$ cat src/rtl/configurable_gate_array.sv
// Array of independent, runtime-configurable logic gates with a per-channel
// propagation delay. The delay is either a transport delay (a shift register
// that passes any pulse) or an inertial delay (a counter that rejects short
// pulses). Each channel also flags every change of its output for one cycle.
module configurable_gate_array #(
    parameter int unsigned GATES        = 4,
    parameter int unsigned INPUTS       = 2,
    parameter int unsigned DELAY_CYCLES = 1,
    parameter int unsigned INERTIAL     = 0
) (
    input  logic                      clk,
    input  logic                      rst_n,
    input  logic                      en,
    input  logic [2:0]                func,
    input  logic [GATES*INPUTS-1:0]   a,
    output logic [GATES-1:0]          y,
    output logic [GATES-1:0]          chg
);

    localparam int unsigned CW = $clog2(DELAY_CYCLES + 1);

    // Evaluate one gate on its input slice for the selected function code.
    function automatic logic gate_eval(input logic [2:0] f, input logic [INPUTS-1:0] v);
        logic o;
        case (f)
            3'b000:  o = &v;
            3'b001:  o = |v;
            3'b010:  o = ~&v;
            3'b011:  o = ~|v;
            3'b100:  o = ^v;
            3'b101:  o = ~^v;
            3'b110:  o = v[0];
            default: o = ~v[0];
        endcase
        return o;
    endfunction

    logic [GATES-1:0] r;

    // Raw, undelayed gate results for every channel.
    always_comb begin
        r = '0;
        for (int g = 0; g < GATES; g++) begin
            r[g] = gate_eval(func, a[g*INPUTS +: INPUTS]);
        end
    end

    for (genvar g = 0; g < GATES; g++) begin : g_chan
        logic y_q;
        logic chg_q;

        if (INERTIAL == 0) begin : g_transport
            logic [DELAY_CYCLES-1:0] pipe_q;
            logic [DELAY_CYCLES-1:0] pipe_d;

            // Next pipeline contents: shift up by one, newest sample in stage 0.
            always_comb begin
                pipe_d    = pipe_q << 1;
                pipe_d[0] = r[g];
            end

            // Advance the delay line on enabled edges; flag a change of its last stage.
            always_ff @(posedge clk or negedge rst_n) begin
                if (!rst_n) begin
                    pipe_q <= '0;
                    chg_q  <= 1'b0;
                end else begin
                    chg_q <= en && (pipe_d[DELAY_CYCLES-1] != pipe_q[DELAY_CYCLES-1]);
                    if (en) begin
                        pipe_q <= pipe_d;
                    end
                end
            end

            assign y_q = pipe_q[DELAY_CYCLES-1];
        end else begin : g_inertial
            localparam logic [CW-1:0] Target = CW'(DELAY_CYCLES);

            logic [CW-1:0] cnt_q;
            logic [CW-1:0] cnt_inc;
            logic          out_q;

            assign cnt_inc = cnt_q + 1'b1;

            // Count consecutive enabled edges where the result disagrees with the
            // output; commit only once the disagreement has lasted the full delay.
            always_ff @(posedge clk or negedge rst_n) begin
                if (!rst_n) begin
                    cnt_q <= '0;
                    out_q <= 1'b0;
                    chg_q <= 1'b0;
                end else begin
                    chg_q <= 1'b0;
                    if (en) begin
                        if (r[g] == out_q) begin
                            cnt_q <= '0;
                        end else if (cnt_inc == Target) begin
                            out_q <= r[g];
                            cnt_q <= '0;
                            chg_q <= 1'b1;
                        end else begin
                            cnt_q <= cnt_inc;
                        end
                    end
                end
            end

            assign y_q = out_q;
        end

        assign y[g]   = y_q;
        assign chg[g] = chg_q;
    end

endmodule

$ cat config.mk
export PLATFORM = sky130hd
export DESIGN_NAME = configurable_gate_array
export DESIGN_NICKNAME = d
export VERILOG_FILES = /design/src/rtl/configurable_gate_array.sv
export SDC_FILE = /design/constraint.sdc
export NUM_CORES = 1
export LEC_CHECK = 0
export ABC_CLOCK_PERIOD_IN_PS = 800
export BUFFER_PORTS_ARGS = -buffer_cell sky130_fd_sc_hd__buf_2
export CORE_MARGIN = 4
export CORE_UTILIZATION = 35
export DETAILED_ROUTE_END_ITERATION = 8
export PLACE_DENSITY_LB_ADDON = 0.08
export SKIP_LAST_GASP = 1
export SLEW_MARGIN = 5
export SYNTH_ARGS = -nofsm -noshare
export SYNTH_HDL_FRONTEND = slang
export SYNTH_SLANG_ARGS = --single-unit
$ cat constraint.sdc
create_clock -name clk -period 0.8 [get_ports clk]
set_input_delay 0.12 -clock clk [delete_from_list [all_inputs] [get_ports clk]]
set_output_delay 0.12 -clock clk [all_outputs]
set_load 0.1 [all_outputs]
==> impl_metrics.yaml, run 1 <==
run_status:
  status: "finished with violations"
  violations: "negative setup slack"
route:
  wirelength_um: 1940
  met3WireLength_um: 82
  num_vias: 741
  ant_nets: 0
  via_per_inst: 5.11
  drt-met1-wl_um: 684
  drt_iter0_markers: 5
  highest_layer: "met4"
  wl_per_cell_um: 13.4
  dr.pass1.iters: 3
  drcViolationCount: 0
  dr_wl_met2_um: 1140
cells_and_area:
  fillers: 169
  areaGrowthSynthToFinish_pct: 90.7
  final_common_cell: "buf_4"
  seqCellArea_um2: 200
  final_cell_count_no_fill: 145
  nets: 141
  layout-drive-gt1-share_pct: 72.6
  final_cell_mix: "16 x buf_4, 10 x buf_12, 8 x mux2_4, 8 x dfrtp_1"
  n_antenna_cell: 0
  multiInputGateArea_um2: 704
timing:
  finalWorstSetupSlack_ps: -542
  fin_crit_sh_pct: 168
  finalSetupTns_ps: -4240
  relSlewSlack_pct: 81.8
  tightest_slew_ps: 273
  rsz0062_at_grt: "true"
  hold_viol_final: 0
  slew_violations: 0
  min_period_ps: 1340
  finalSetupViolations: 16
  fmax_mhz: 745
  worst_clock_skew_ps: 0.0639
  whs_ps: 209
floorplan:
  rows: 17
  start_util_pct: 36.8
  dieArea_mm2: 0.00319
  die_h_um: 56.5
  core_mm2: 0.00223
  io_pins: 22
  dieWidth_um: 56.5
synth:
  synth_top_area_share_pct: 24.4
  synth.distinct_cells: 29
  syn_inst: 86
  synth-seq-cells: 8
  synthTopCellsByArea: "dfrtp_1 24%, ha_1 12%, mux2_2 8.2%, buf_4 7.3%, mux2i_1 4.9%"
  yosysWarnings: 0
  syn_nets: 108
  synth_seq_area_share_pct: 24.4
  postSynthAreaPerCell_um2: 9.56
  yosysTopAreaCell: "dfrtp_1"
  syn_area_um2: 822
global_route:
  grt_pass1_vias: 752
  grt-ovfl-total: 0
  grt_max_degree: 10
  grt_pass1_wl_um: 3330
  antenna_found_initial: 0
  grt_use_total_pct: 12.9
setup_path:
  ff2ff_path_depth: 3
  critical_path_buf_inv_count: 2
  r2r_slack_ps: -150
  critPathMaxStageDelay_ps: 480
  path_delay_family: "multiplexers"
  crit_cells: 7
  worstPathMaxFanout: 2
  crit_chain: "buf_8 > inv_6 > ha_4 > mux2_4 > mux4_2 > xor2_1 > and2_1"
  cp_data_arrival_time_ps: 1480
  r2r_start: "g_chan[1].g_transport.pipe_q$_DFFE_PN0P_"
  end_kind: "flop"
  critPathLaunchType: "primary input"
  crit_start: "a[2]"
  r2r_end: "g_chan[1].chg_q$_DFF_PN0_"
  path_class: "in -> reg"
  worst_path_max_delay_cell: "mux4_2"
  critPathCapture: "g_chan[1].chg_q$_DFF_PN0_"
  cp_data_required_time_ps: 940
clock_network:
  clock_sinks: 8
  clkTransAtPathRegs_ps: 50
  root_buffer: "clkbuf_4"
  h-tree-depth: 1
  clkLatencyLatePin_ps: 250
  cts_tree: "built"
  cts_made_buffers: 3
  clock_tree.buffer_depth: 2
place:
  placed_cells: 135
  gp_congestion: 0.716
  port_buffers: 21
  hpwl_um: 1330
power_and_ir_drop:
  vdd.ir_drop.worst_v: 0.00119
  power_density_mw_per_mm2: 1570
  power_leakage_uw: 0.000695
  power.total_uw: 2460
worst_hold_path:
  hp-start: "en"
  whs_path_depth: 3
  worstHoldPathType: "in -> reg"
run:
  maxCapViolCount: 0
-- through the flow --
stage / area, um2 / setup WS, ps / util [%]
after floorplan: 981 / -681 / -
after global placement: 1220 / -899 / 54.8
after detailed placement: 1220 / -925 / 54.8
after CTS: 1470 / -541 / 66.0
after global routing: 1570 / -591 / 70.2
final: 1570 / -542 / 70.2
-- cell families after synthesis --
kind of cell               count (synthesis)  share of synthesized area (%)
adders and majority gates                  8                           12.2
buffers and inverters                     21                           15.4
AOI/OAI and AO/OA                         17                           14.9
xor gates and xnor gates                   3                           3.20
DFF                                        8                           24.4
muxes                                     14                           19.9
and+or+nand+nor                           15                           10.0
-- state kept, by name, summed over array words and instances, names as in the netlist --
signal	cells
g_chan.g_transport.pipe_q	4
g_chan.chg_q	4
-- worst min-delay path by stage --
stage,to,slack (ps)
3_5_place_dp,g_chan[2].g_transport.pipe_q$_DFFE_PN0P_,-30
2_1_floorplan,g_chan[0].chg_q$_DFF_PN0_,-180
6_report,g_chan[2].chg_q$_DFF_PN0_,210
4_1_cts,g_chan[2].chg_q$_DFF_PN0_,210
5_1_grt,g_chan[2].chg_q$_DFF_PN0_,240
3_3_place_gp,g_chan[2].chg_q$_DFF_PN0_,-30
-- synthesized netlist by cell type, drive strengths merged --
| cell | n |
|---|---|
| buf | 13 |
| mux2 | 9 |
| dfrtp | 8 |
| ha | 8 |
| inv | 8 |
| o21ai | 5 |
| a21oi | 4 |
| mux2i | 4 |
| nand2 | 4 |
| nand2b | 4 |
| a22oi | 2 |
| and2 | 2 |
| nor3 | 2 |
| o211ai | 2 |
| o311ai | 2 |
| xor2 | 2 |
| a32oi | 1 |
| and3 | 1 |
| mux4 | 1 |
| o31a | 1 |
| or2b | 1 |
| or3 | 1 |
| xnor2 | 1 |
-- layer usage --
layer	global-route usage [%]	up-vias
li1	-	357
met1	14.1	365
met2	24.6	15
met3	1.61	4
met4	5.08	0
met5	0	-
-- layout make-up --
type                            count  area share [%]
Sequential cell                     8            12.8
Inverter                            8            5.75
Tap cell                           28            2.23
Timing Repair Buffer               41            32.9
Multi-Input combinational cell     57            44.9
Clock buffer                        3            1.44
-- report_power, final --
part / internal (uW) / switching (uW)
clock network: 171 / 129
logic: 733 / 872
registers: 477 / 74.4
total: 1380 / 1070
-- tightest hold or removal path, stage by stage --
cell	delay, ps
buf_2	170
nand2_1	70
mux2i_1	60
-- what timing repair did --
item,in CTS,in global routing
pin swaps,18,10
endpoints found under the setup margin,16,16
setup buffers,4,1
endpoints found under the hold margin,8,0
resized for setup,42,16
cloned,1,0
hold buffers,1,0
Note: power is estimated with default switching activity, not from simulation.
==> run 2, diff against run 1 <==
- ABC_AREA: default -> 1
- BUFFER_PORTS_ARGS: -buffer_cell sky130_fd_sc_hd__buf_2 -> -buffer_cell sky130_fd_sc_hd__buf_4
- SKIP_LAST_GASP: 1 -> default
==> impl_metrics.yaml, run 2 <==
floorplan:
  rows: 18
  dieArea_mm2: 0.00356
  die_h_um: 59.6
  core_mm2: 0.00250
  dieWidth_um: 59.6
  start_util_pct: 37.3
  io_pins: 22
clock_network:
  clock_tree.buffer_depth: 2
  clkTransAtPathRegs_ps: 50
  clkLatencyLatePin_ps: 250
  h-tree-depth: 1
  root_buffer: "clkbuf_4"
  clock_sinks: 8
  cts_made_buffers: 3
  cts_tree: "built"
global_route:
  grt_use_total_pct: 13.8
  grt-ovfl-total: 0
  grt_max_degree: 16
  grt_pass1_wl_um: 3870
  grt_pass1_vias: 983
  antenna_found_initial: 0
setup_path:
  end_kind: "output pin"
  cp_data_required_time_ps: 680
  path_delay_family: "flip-flops"
  critical_path_buf_inv_count: 1
  crit_chain: "buf_12"
  worstPathMaxFanout: 2
  critPathLaunchType: "flop"
  cp_data_arrival_time_ps: 840
  path_class: "reg -> out"
  critPathMaxStageDelay_ps: 410
  worst_path_max_delay_cell: "dfrtp_1"
timing:
  whs_ps: 147
  min_period_ps: 959
  finalSetupTns_ps: -1520
  relSlewSlack_pct: 87.8
  worst_clock_skew_ps: 0.0757
  fmax_mhz: 1040
  finalSetupViolations: 16
  tightest_slew_ps: 183
  fin_crit_sh_pct: 120
  slew_violations: 0
  hold_viol_final: 0
  finalWorstSetupSlack_ps: -159
  rsz0062_at_grt: "true"
power_and_ir_drop:
  power_density_mw_per_mm2: 1400
  power_leakage_uw: 0.000784
  vdd.ir_drop.worst_v: 0.00163
route:
  num_vias: 1055
  via_per_inst: 4.91
  wl_per_cell_um: 10.7
  dr.pass1.iters: 4
  wirelength_um: 2300
  drcViolationCount: 0
  ant_nets: 0
  drt_iter0_markers: 19
synth:
  yosysWarnings: 0
  synthTopCellsByCount: "33 x nand2_1, 23 x inv_1, 19 x nor2_1, 17 x nand3_1, 12 x nand4_1"
  synthTopCellsByArea: "dfrtp_1 21%, nand2_1 13%, ha_1 11%, inv_1 9.2%, nand3_1 9.1%"
  synth_flop_cell: "dfrtp_1"
  synth_seq_area_share_pct: 21.4
  yosysTopAreaCell: "dfrtp_1"
  syn_inst: 154
  synth.distinct_cells: 17
  synth_top_area_share_pct: 21.4
  synth-seq-cells: 8
  synth.most_common_cell: "nand2_1"
  synthArstFlopShare_pct: 100
  syn_area_um2: 933
  syn_nets: 176
  postSynthAreaPerCell_um2: 6.06
  synth_edf_count: 0
run_status:
  status: "finished with violations"
  violations: "negative setup slack"
cells_and_area:
  fillers: 238
  nets: 209
  areaGrowthSynthToFinish_pct: 59.9
  n_antenna_cell: 0
  layout-drive-gt1-share_pct: 40.5
  final_cell_mix: "32 x nand2_1, 22 x buf_4, 18 x nor2_1"
  utilization_pct: 59.7
  fin_area_mm2: 0.00149
  final_common_cell: "nand2_1"
  reg_top3: "g_chan.chg_q x4, g_chan.g_transport.pipe_q x4"
place:
  hpwl_um: 1780
  gp_congestion: 0.820
  port_buffers: 21
  placed_cell_area_mm2: 0.00125
worst_hold_path:
  worstHoldPathType: "in -> reg"
run:
  maxCapViolCount: 0
-- run 2: changes by cell type in the layout (fill, tap and decap cells not counted), moves of 11 or more --
cell and change:
nand2_1 +29, nor2_1 +18, nand3_1 +16, nand4_1 +12, inv_1 +11
-- run 2: what timing repair did --
item | 4_1_cts | 5_1_grt
hold buffers | 1 | 0
endpoints found under the setup margin | 16 | 16
resized for setup | 36 | 9
setup buffers | 5 | 0
pin swaps | 21 | 9
endpoints found under the hold margin | 8 | 0
-- run 2: routing by layer --
metal  track usage [%]  up-vias  wire (um)
met1              17.4      489       1000
li1                  -      543          -
met3              3.49        0        100
met2              24.2       23       1190
met5                 0        -          0
met4              1.90        0          0
-- run 2: where the power goes --
group | internal [uW] | switching [uW] | leakage (uW)
combinational | 501 | 782 | 0.000673
sequential | 462 | 49.3 | 0.0000977
clock | 171 | 126 | 0.0000138
total | 1130 | 957 | 0.000784
-- run 2: cell families (layout without fill, tap and decap cells) --
group	after synthesis	count (layout)	synth area share [%]
AND/OR/NAND/NOR	84	84	40.6
buffers and inverters	43	74	21.3
AO/OA/AOI/OAI	11	11	5.90
adder cells (fa/ha/maj)	8	8	10.7
flip-flops	8	8	21.4
-- run 2: final timing paths --
check	depth (start not counted)	start	slack [ps]	endpoint
worst max-delay path	1	g_chan[0].g_transport.pipe_q$_DFFE_PN0P_	-160	y[0]
worst min-delay path	2	en	150	g_chan[1].g_transport.pipe_q$_DFFE_PN0P_
worst min register to register	3	g_chan[0].g_transport.pipe_q$_DFFE_PN0P_	690	g_chan[0].chg_q$_DFF_PN0_
max in group asynchronous	2	rst_n	440	g_chan[2].chg_q$_DFF_PN0_
worst max register to register	3	g_chan[3].g_transport.pipe_q$_DFFE_PN0P_	-40	g_chan[3].chg_q$_DFF_PN0_
min in group asynchronous	2	rst_n	230	g_chan[3].g_transport.pipe_q$_DFFE_PN0P_
-- run 2: final cells by class --
type | instances | area (um2) | area share, %
Clock buffer | 3 | 22.5 | 1.51
Inverter | 30 | 163 | 10.9
Multi-Input combinational cell | 103 | 614 | 41.2
Sequential cell | 8 | 200 | 13.4
Tap cell | 30 | 37.5 | 2.51
Timing Repair Buffer | 41 | 455 | 30.5
-- run 2: metrics by stage --
| step | cells | worst slack, ps | power (uW) |
|---|---|---|---|
| after global placement | 206 | -411 | 1540 |
| after CTS | 215 | -167 | 2080 |
| after floorplan | 154 | -159 | 1350 |
| final | 215 | -159 | 2090 |
| after detailed placement | 206 | -416 | 1550 |
| after global routing | 215 | -200 | 2230 |
